--- config.mk ---
export PLATFORM = sky130hd
export DESIGN_NAME = mem_bist_flat
export DESIGN_NICKNAME = d
export VERILOG_FILES = /design/src/rtl/mem_bist_if.sv /design/src/rtl/mem_bist.sv /design/src/flat_wrapper.sv
export SDC_FILE = /design/constraint.sdc
export NUM_CORES = 1
export LEC_CHECK = 0
export CAP_MARGIN = 20
export CORE_ASPECT_RATIO = 1.4
export CORE_UTILIZATION = 47
export CTS_BUF_LIST = sky130_fd_sc_hd__clkbuf_4 sky130_fd_sc_hd__clkbuf_8
export DETAILED_ROUTE_END_ITERATION = 6
export PLACE_DENSITY = 0.8
export SLEW_MARGIN = 15
export SYNTH_ARGS = -nofsm -noshare
export SYNTH_HDL_FRONTEND = slang
export SYNTH_SLANG_ARGS = --single-unit
--- constraint.sdc ---
create_clock -name clk -period 2.3 [get_ports clk]
set_clock_uncertainty 0.15 [all_clocks]
set_input_delay 0.69 -clock clk [delete_from_list [all_inputs] [get_ports clk]]
set_output_delay 0.69 -clock clk [all_outputs]
set_load 0.01 [all_outputs]
--- src/rtl/mem_bist_if.sv ---
// Bundle between the memory BIST engine and its environment: memory bus,
// test control and result reporting.
interface mem_bist_if;
  logic       start;
  logic       abort;
  logic [7:0] seed;
  logic       wen;
  logic [9:0] addr;
  logic [7:0] wdata;
  logic [7:0] rdata;
  logic       busy;
  logic       done;
  logic       pass;
  logic [9:0] fail_addr;
  logic [7:0] fail_exp;
  logic [7:0] fail_act;
  logic [7:0] fail_cnt;

  modport master (
    input  start, abort, seed, rdata,
    output wen, addr, wdata, busy, done, pass,
    output fail_addr, fail_exp, fail_act, fail_cnt
  );

  modport slave (
    output start, abort, seed, rdata,
    input  wen, addr, wdata, busy, done, pass,
    input  fail_addr, fail_exp, fail_act, fail_cnt
  );
endinterface

--- src/rtl/mem_bist.sv ---
// Three-pass BIST for a 1024x8 memory: write P, read-compare P while writing ~P,
// then read-compare ~P. Reports pass/fail, first miscompare and a saturating count.
module mem_bist (
  input  logic          clk,
  input  logic          resetn,
  mem_bist_if.master    bif
);

  typedef enum logic [2:0] {IDLE, WR, RW, RD, FIN} state_t;

  state_t     state_q, state_d;
  logic [9:0] addr_q, addr_d;
  logic [7:0] seed_q, seed_d;
  logic       pass_q, pass_d;
  logic [7:0] fail_cnt_q, fail_cnt_d;
  logic [9:0] fail_addr_q, fail_addr_d;
  logic [7:0] fail_exp_q, fail_exp_d;
  logic [7:0] fail_act_q, fail_act_d;

  logic [7:0] pat;
  logic [7:0] exp_v;
  logic       cmp_en;
  logic       miscmp;
  logic       busy_w;
  state_t     next_phase;

  // Bank bits are replicated across the byte so each bank sees a distinct pattern.
  function automatic logic [7:0] pattern(input logic [7:0] s, input logic [9:0] a);
    return s ^ a[7:0] ^ {4{a[9:8]}};
  endfunction

  always_comb begin
    state_d     = state_q;
    addr_d      = addr_q;
    seed_d      = seed_q;
    pass_d      = pass_q;
    fail_cnt_d  = fail_cnt_q;
    fail_addr_d = fail_addr_q;
    fail_exp_d  = fail_exp_q;
    fail_act_d  = fail_act_q;
    pat         = pattern(seed_q, addr_q);
    exp_v       = pat;
    cmp_en      = 1'b0;
    busy_w      = 1'b0;
    next_phase  = IDLE;
    bif.wen     = 1'b0;
    bif.addr    = '0;
    bif.wdata   = '0;
    bif.done    = 1'b0;

    case (state_q)
      IDLE: begin
        if (bif.start && !bif.abort) begin
          seed_d      = bif.seed;
          fail_cnt_d  = '0;
          fail_addr_d = '0;
          fail_exp_d  = '0;
          fail_act_d  = '0;
          pass_d      = 1'b0;
          addr_d      = '0;
          state_d     = WR;
        end
      end
      WR: begin
        busy_w     = 1'b1;
        bif.wen    = 1'b1;
        bif.addr   = addr_q;
        bif.wdata  = pat;
        next_phase = RW;
      end
      RW: begin
        busy_w     = 1'b1;
        bif.wen    = 1'b1;
        bif.addr   = addr_q;
        bif.wdata  = ~pat;
        cmp_en     = 1'b1;
        exp_v      = pat;
        next_phase = RD;
      end
      RD: begin
        busy_w     = 1'b1;
        bif.addr   = addr_q;
        cmp_en     = 1'b1;
        exp_v      = ~pat;
        next_phase = FIN;
      end
      FIN: begin
        bif.done = 1'b1;
        pass_d   = (fail_cnt_q == 8'd0);
        state_d  = IDLE;
      end
      default: state_d = IDLE;
    endcase

    // Abort discards the current cycle's compare; partial results stay visible.
    if (busy_w) begin
      if (bif.abort) begin
        state_d = IDLE;
        addr_d  = '0;
        cmp_en  = 1'b0;
      end else begin
        addr_d = addr_q + 10'd1;
        if (addr_q == 10'h3FF) state_d = next_phase;
      end
    end

    miscmp = cmp_en && (bif.rdata != exp_v);
    if (miscmp) begin
      // A zero count means this is the first miscompare since start.
      if (fail_cnt_q == 8'd0) begin
        fail_addr_d = addr_q;
        fail_exp_d  = exp_v;
        fail_act_d  = bif.rdata;
      end
      if (fail_cnt_q != 8'hFF) fail_cnt_d = fail_cnt_q + 8'd1;
    end
  end

  always_ff @(posedge clk or negedge resetn) begin
    if (!resetn) begin
      state_q     <= IDLE;
      addr_q      <= '0;
      seed_q      <= '0;
      pass_q      <= 1'b0;
      fail_cnt_q  <= '0;
      fail_addr_q <= '0;
      fail_exp_q  <= '0;
      fail_act_q  <= '0;
    end else begin
      state_q     <= state_d;
      addr_q      <= addr_d;
      seed_q      <= seed_d;
      pass_q      <= pass_d;
      fail_cnt_q  <= fail_cnt_d;
      fail_addr_q <= fail_addr_d;
      fail_exp_q  <= fail_exp_d;
      fail_act_q  <= fail_act_d;
    end
  end

  assign bif.busy      = busy_w;
  assign bif.pass      = pass_q;
  assign bif.fail_cnt  = fail_cnt_q;
  assign bif.fail_addr = fail_addr_q;
  assign bif.fail_exp  = fail_exp_q;
  assign bif.fail_act  = fail_act_q;

endmodule

--- src/flat_wrapper.sv ---
// flat-port wrapper written by rule: the top's interface ports become plain ports
module mem_bist_flat 
  (clk, resetn, bif_start, bif_abort, bif_seed, bif_rdata, bif_wen, bif_addr, bif_wdata, bif_busy, bif_done, bif_pass, bif_fail_addr, bif_fail_exp, bif_fail_act, bif_fail_cnt);
  mem_bist_if bif_i ();
  input  logic clk;
  input  logic resetn;
  input wire logic [$bits(bif_i.start)-1:0] bif_start;
  input wire logic [$bits(bif_i.abort)-1:0] bif_abort;
  input wire logic [$bits(bif_i.seed)-1:0] bif_seed;
  input wire logic [$bits(bif_i.rdata)-1:0] bif_rdata;
  output wire logic [$bits(bif_i.wen)-1:0] bif_wen;
  output wire logic [$bits(bif_i.addr)-1:0] bif_addr;
  output wire logic [$bits(bif_i.wdata)-1:0] bif_wdata;
  output wire logic [$bits(bif_i.busy)-1:0] bif_busy;
  output wire logic [$bits(bif_i.done)-1:0] bif_done;
  output wire logic [$bits(bif_i.pass)-1:0] bif_pass;
  output wire logic [$bits(bif_i.fail_addr)-1:0] bif_fail_addr;
  output wire logic [$bits(bif_i.fail_exp)-1:0] bif_fail_exp;
  output wire logic [$bits(bif_i.fail_act)-1:0] bif_fail_act;
  output wire logic [$bits(bif_i.fail_cnt)-1:0] bif_fail_cnt;
  assign bif_i.start = bif_start;
  assign bif_i.abort = bif_abort;
  assign bif_i.seed = bif_seed;
  assign bif_i.rdata = bif_rdata;
  assign bif_wen = bif_i.wen;
  assign bif_addr = bif_i.addr;
  assign bif_wdata = bif_i.wdata;
  assign bif_busy = bif_i.busy;
  assign bif_done = bif_i.done;
  assign bif_pass = bif_i.pass;
  assign bif_fail_addr = bif_i.fail_addr;
  assign bif_fail_exp = bif_i.fail_exp;
  assign bif_fail_act = bif_i.fail_act;
  assign bif_fail_cnt = bif_i.fail_cnt;
  mem_bist u_core (.clk(clk), .resetn(resetn), .bif(bif_i));
endmodule
# Word level (Yosys, flattened, before mapping)
# Cells that the tools add are included.
[op_classes]
bitwise_logic = 3
addsub = 2
eq_ne = 8
reduce_logical = 14
muxes = 37
[ops]
columns = ["op", "count"]
rows = [
  ["$mux 8", 13],
  ["$mux 10", 9],
  ["$pmux 8 s2", 1],
  ["$xor 8x8->8", 2],
  ["$mux 3", 4],
  ["$add 10x1->10 const B", 1],
  ["$eq 10x10->1 const B", 1],
  ["$pmux 3 s3", 1],
  ["$add 8x1->8 const B", 1],
  ["$logic_not 8->1", 1],
  ["$ne 8x8->1", 1],
  ["$ne 8x8->1 const B", 1],
  ["$not 8->8", 1],
  ["$mux 1", 7],
  ["$eq 3x2->1 const B", 2],
  ["$pmux 3 s2", 1],
  ["$reduce_and 2->1", 3],
  ["$reduce_bool 2->1", 3],
  ["$reduce_or 2->1", 2],
  ["$eq 3x1->1 const B", 1],
  ["$eq 3x3->1 const B", 1],
  ["$logic_not 3->1", 1],
  ["$reduce_or 3->1", 1],
  ["$logic_and 1x1->1", 2],
  ["other kinds (3)", 3],
]
[totals]
register_bits = 56
output_inout_bits = 56

# Depth between registers and ports, before layout
[logic_depth]
depth_word = 7
ltp_mapped = 10
mapped_depth_nobuf = 8

# Least setup slack after synthesis
# OpenSTA, ideal clock, no wires.
[synth_path]
path_kind = "reg-to-reg"
from = "register u_core.addr_q[8]"
to = "register u_core.fail_cnt_q[5] (netlist: u_core.bif.fail_cnt[5])"
period_less_slack_ps = 2289
stages_incl_launch_ff = 10
path_slack_ps = 11
required_ps = 2026
t_arrival_ps = 2015
cell_sequence = "dfrtp_1 -> buf_4 -> xnor3_1 -> xnor2_1 -> nor3_1 -> and3_1 -> o22ai_2 -> buf_2 -> a21oi_1 -> a211o_1"
[synth_via]
elab_chain_len = 6
[synth_lines]
columns = ["item", "line_no", "rtl"]
rows = [
  ["from (decl)", "mem_bist.sv:12", "logic [9:0] addr_q, addr_d;"],
  ["from (signal assigned)", "mem_bist.sv:131", "addr_q <= addr_d;"],
  ["$xor 8x8->8 *", "mem_bist.sv:29", "return s ^ a[7:0] ^ {4{a[9:8]}};"],
  ["$not 8->8", "mem_bist.sv:84", "exp_v = ~pat;"],
  ["$mux 8 *", "mem_bist.sv:51", "case (state_q)"],
  ["$ne 8x8->1 *", "mem_bist.sv:107", "miscmp = cmp_en && (bif.rdata != exp_v);"],
  ["$logic_and 1x1->1 *", "mem_bist.sv:107", ""],
  ["$mux 8 *", "mem_bist.sv:108", "if (miscmp) begin"],
  ["named net u_core.fail_cnt_d[5]", "mem_bist.sv:15", "logic [7:0] fail_cnt_q, fail_cnt_d;"],
  ["to (signal assigned)", "mem_bist.sv:134", "fail_cnt_q <= fail_cnt_d;"],
  ["to (decl)", "mem_bist.sv:15", ""],
]
# Mark *: on every way through the listed nets, which the timed path passes. The rest lies on a longest branch.
# A chain may end at the register's enable or synchronous reset.

# Worst setup path in the final report
[layout_path]
from = "input port bif_rdata[2]"
to = "register u_core.fail_exp_q[1] (netlist: u_core.bif.fail_exp[1])"
[layout_via]
elab_chain_len = 3
[layout_lines]
columns = ["item", "line_no", "rtl"]
rows = [
  ["from (decl)", "flat_wrapper.sv:10", "input wire logic [$bits(bif_i.rdata)-1:0] bif_rdata;"],
  ["$ne 8x8->1", "mem_bist.sv:107", ""],
  ["$logic_and 1x1->1", "mem_bist.sv:107", ""],
  ["$mux 8", "mem_bist.sv:108", ""],
  ["named net u_core.fail_exp_d[1]", "mem_bist.sv:17", "logic [7:0] fail_exp_q, fail_exp_d;"],
  ["to (signal assigned)", "mem_bist.sv:136", "fail_exp_q <= fail_exp_d;"],
  ["to (decl)", "mem_bist.sv:17", ""],
]
# The timed path passes the listed nets, and every way through them passes these cells.

==> key figures <==
Die
  – Die area: approximately 0.0074 mm^2
  – Io pins: 76
  – Cell row count: 36
  – Starting density of the core: 48.4%
  – Die Span X: ~73 um
  – Core region area: 0.00689 mm^2
  – Die Y: approximately 100 um

Power and ir drop
  – Max IR drop VDD: between 0.4 and 0.5 mV
  – Clk network pwr share: 24.3%
  – Seq pwr share: 44.0%
  – Sw Pwr: just under 700 uW
  – Net Sw Frac: between 20% and 30%
  – PwrDens: 471 mW/mm^2
  – Static Leakage: 0.00257 uW
  – Combinational share of power: about a third
  – Power Internal: ~1700 uW

Placement
  – Final GP Congestion: around 0.93
  – Pre-CTS WS: -0.511 ns
  – Hpwl dp: 6290 um
  – Buffers added on ports: 75

Logic synthesis
  – Synth Instances: ~350
  – Top-area cell type share of the netlist area: 42.0%
  – Syn_nets: about 370
  – Sequential fraction of the synthesis area: 42.0%
  – Synthesized area per cell: approximately 9.5 um^2
  – Synthesized flop and latch total: between 50 and 60
  – Post-synth EDFFs: 0
  – Unique masters post-synth: 43
  – Synth Flop Type: dfrtp_1
  – Area contributors post-synth: dfrtp_1, mux2i_1, xnor2_1, nand2_1, xnor3_1
  – FFs w/ async S/R, synth: 100%
  – Cell Area, Synth: 0.00333 mm^2
  – Ys Warns: 0
  – Cell taking the most area after synthesis: dfrtp_1

Worst setup path
  – Crit path capture type: flip-flop
  – Cells on worst reg2reg path: 10
  – Worst EP required: ~2.4 ns
  – Crit path from: bif_rdata[2]
  – Critical Path AT: between 2 and 3 ns
  – Startpoint Class: input pin
  – Worst flop-to-flop path startpoint: u_core.addr_q[8]
  – Crit Path Category: in -> reg
  – CP max FO: 7

Cells and area
  – Most frequent cells in the layout: buf_4, dfrtp_1, clkdlybuf4s50_1
  – ANT cells: 0
  – Area of the multi-input gates: 0.00197 mm^2
  – Layout cells sized above 1: 32.7%
  – Commonest non-fill, non-tap cell in the layout: buf_4
  – Number of fill cells in the layout: 472
  – Seq. cell area: around 0.0014 mm^2
  – Post-layout nets: 518
  – Area Overhead vs Synth: 52.8%

STA
  – Crit share post-route: 113%
  – Worst-Margin Slew: 0.489 ns
  – Minimum clock period: 2.59 ns
  – Final Hold Slack: 0.215 ns
  – Fmax: 386 MHz
  – Slew Viols, Final: 0
  – Fin. Hold Viols: 0
  – RSZ-0062 raised after global routing: true
  – Final setup viols: 45
  – Post-route setup slack: -0.292 ns
  – Slew margin rel.: around two thirds

Clocking
  – Clk_lat worst skew: about 0.3 ns
  – Clock sinks: 56
  – Reg clk slew, reported paths: roughly 0.10 ns
  – Clk Tree Root Cell: clkbuf_8
  – CTS buffer count: 5
  – CTS tree: yes
  – Hold Buf Count CTS: 0
  – H-tree depth: 2
  – Clock tree buffer depth: 2

Worst hold path
  – Min-delay worst type: in -> async

Global routing
  – GR Util All Layers: ~28%
  – Global-route wire length before repair: about 16,000 um
  – Overflow after GRT: 0
  – Initial antenna violation count: 0
  – Largest net degree at the start of global routing: 57
  – Vias in the first global route: about 3.3k

Drt
  – Routed WL: a little over 10,000 um
  – DR iter-0 viols: 253
  – DRC: 1
  – Drt wl/cell: 17.3 um
  – Antenna-violating nets left: 0
  – DRT Pass-1 Iters: 7
  – DR vias/cell: about 5.4
  – DR vias: 3,206

Run
  – Max-Cap Viols: 0

Run status
  – Status: finished, violations left
  – Failing checks: design-rule violations, negative setup slack
## synth_stat cells (2+ instances only)
cell type / instances
nor3_1: 16
nand4b_1: 2
dfrtp_1: 56
buf_12: 2
buf_2: 3
xnor3_1: 5
nand4_1: 3
nand2_1: 47
mux2_2: 8
nand3_1: 13
o21ai_0: 21
and2_1: 6
clkbuf_1: 13
xnor2_1: 22
inv_1: 22
nor2b_1: 2
and3_1: 12
a21oi_1: 2
ha_1: 3
o211ai_1: 5
nor2_1: 26
a31oi_1: 2
mux2i_1: 34
xor2_1: 6
or2_2: 2
## power by group through the flow
stage / Sequential [uW] / Clock (uW) / Combinational, uW
after floorplan: 1060 / 0 / 284
after global placement: 1060 / 0 / 519
after detailed placement: 1070 / 0 / 528
after CTS: 1050 / 590 / 660
after global routing: 1060 / 621 / 806
final: 1050 / 582 / 760
## layer usage
| metal | wire length [um] | share of wire, % | GRT usage [%] |
|---|---|---|---|
| met2 | 5710 | 56 | 51.6 |
| met1 | 3660 | 36 | 31.5 |
| met4 | 387 | 3.8 | 11.5 |
| met5 | 0 | 0 | 0 |
| met3 | 477 | 4.7 | 3.88 |
## logic make-up after synthesis
logic type | count (synthesis) | synth area share [%]
AOI/OAI and AO/OA | 38 | 7.09
xor gates and xnor gates | 34 | 11.2
adders and majority gates | 3 | 1.13
buffers and inverters | 43 | 6.27
DFF | 56 | 42.0
muxes | 42 | 12.9
and+or+nand+nor | 135 | 19.3
## flip-flops by register name, summed over array words and instances, names as in the netlist
signal and count:
u_core.addr_q 10, u_core.bif.fail_act 8, u_core.bif.fail_addr 10, u_core.bif.fail_cnt 8, u_core.bif.fail_exp 8, u_core.bif.pass 1
u_core.seed_q 8, u_core.state_q 3
## metrics by stage
stage	setup TNS (ns)	power, uW	utilization [%]	cell area, um^2	std cells
6_report	-8.46	2400	73.9	5090	590
5_1_grt	-11.63	2480	73.9	5090	590
4_1_cts	-4.64	2300	72.0	4960	584
3_5_place_dp	-17.30	1590	65.3	4500	550
3_3_place_gp	-16.53	1580	65.3	4500	550
2_1_floorplan	0	1350	-	3330	351
## what timing repair did
action	in CTS	in global routing
setup endpoints to repair	55	57
buffers inserted	27	6
gates resized for setup	106	37
gates cloned	2	0
pin swaps	21	14
## worst paths after layout
| path | endpoint | slack [ns] |
|---|---|---|
| worst max-delay path | u_core.bif.fail_exp[1] | -0.29 |
| worst min-delay path | u_core.bif.fail_cnt[7] | 0.21 |
| worst max register to register | u_core.bif.fail_exp[1] | -0.29 |
| worst min register to register | u_core.bif.fail_act[1] | 0.38 |
| max in group asynchronous | u_core.addr_q[9] | 1.51 |
| min in group clk | u_core.bif.fail_act[1] | 0.38 |
## worst max-delay path, cell delays in order
cell and delay (ns):
clkdlybuf4s50_1 0.48, inv_1 0.11, xnor2_4 0.22, nand3_2 0.15, nor3_4 0.24, o22ai_4 0.14
nand3b_4 0.22, buf_12 0.17, mux2i_1 0.23
## cell type report
class,count,area share (%)
multi-input combinational,252,38.8
timing repair buffer,158,27.8
sequential,56,27.6
tap,95,2.33
clock buffer,7,1.89
inverter,22,1.62
Note: power is estimated with default switching activity, not from simulation.
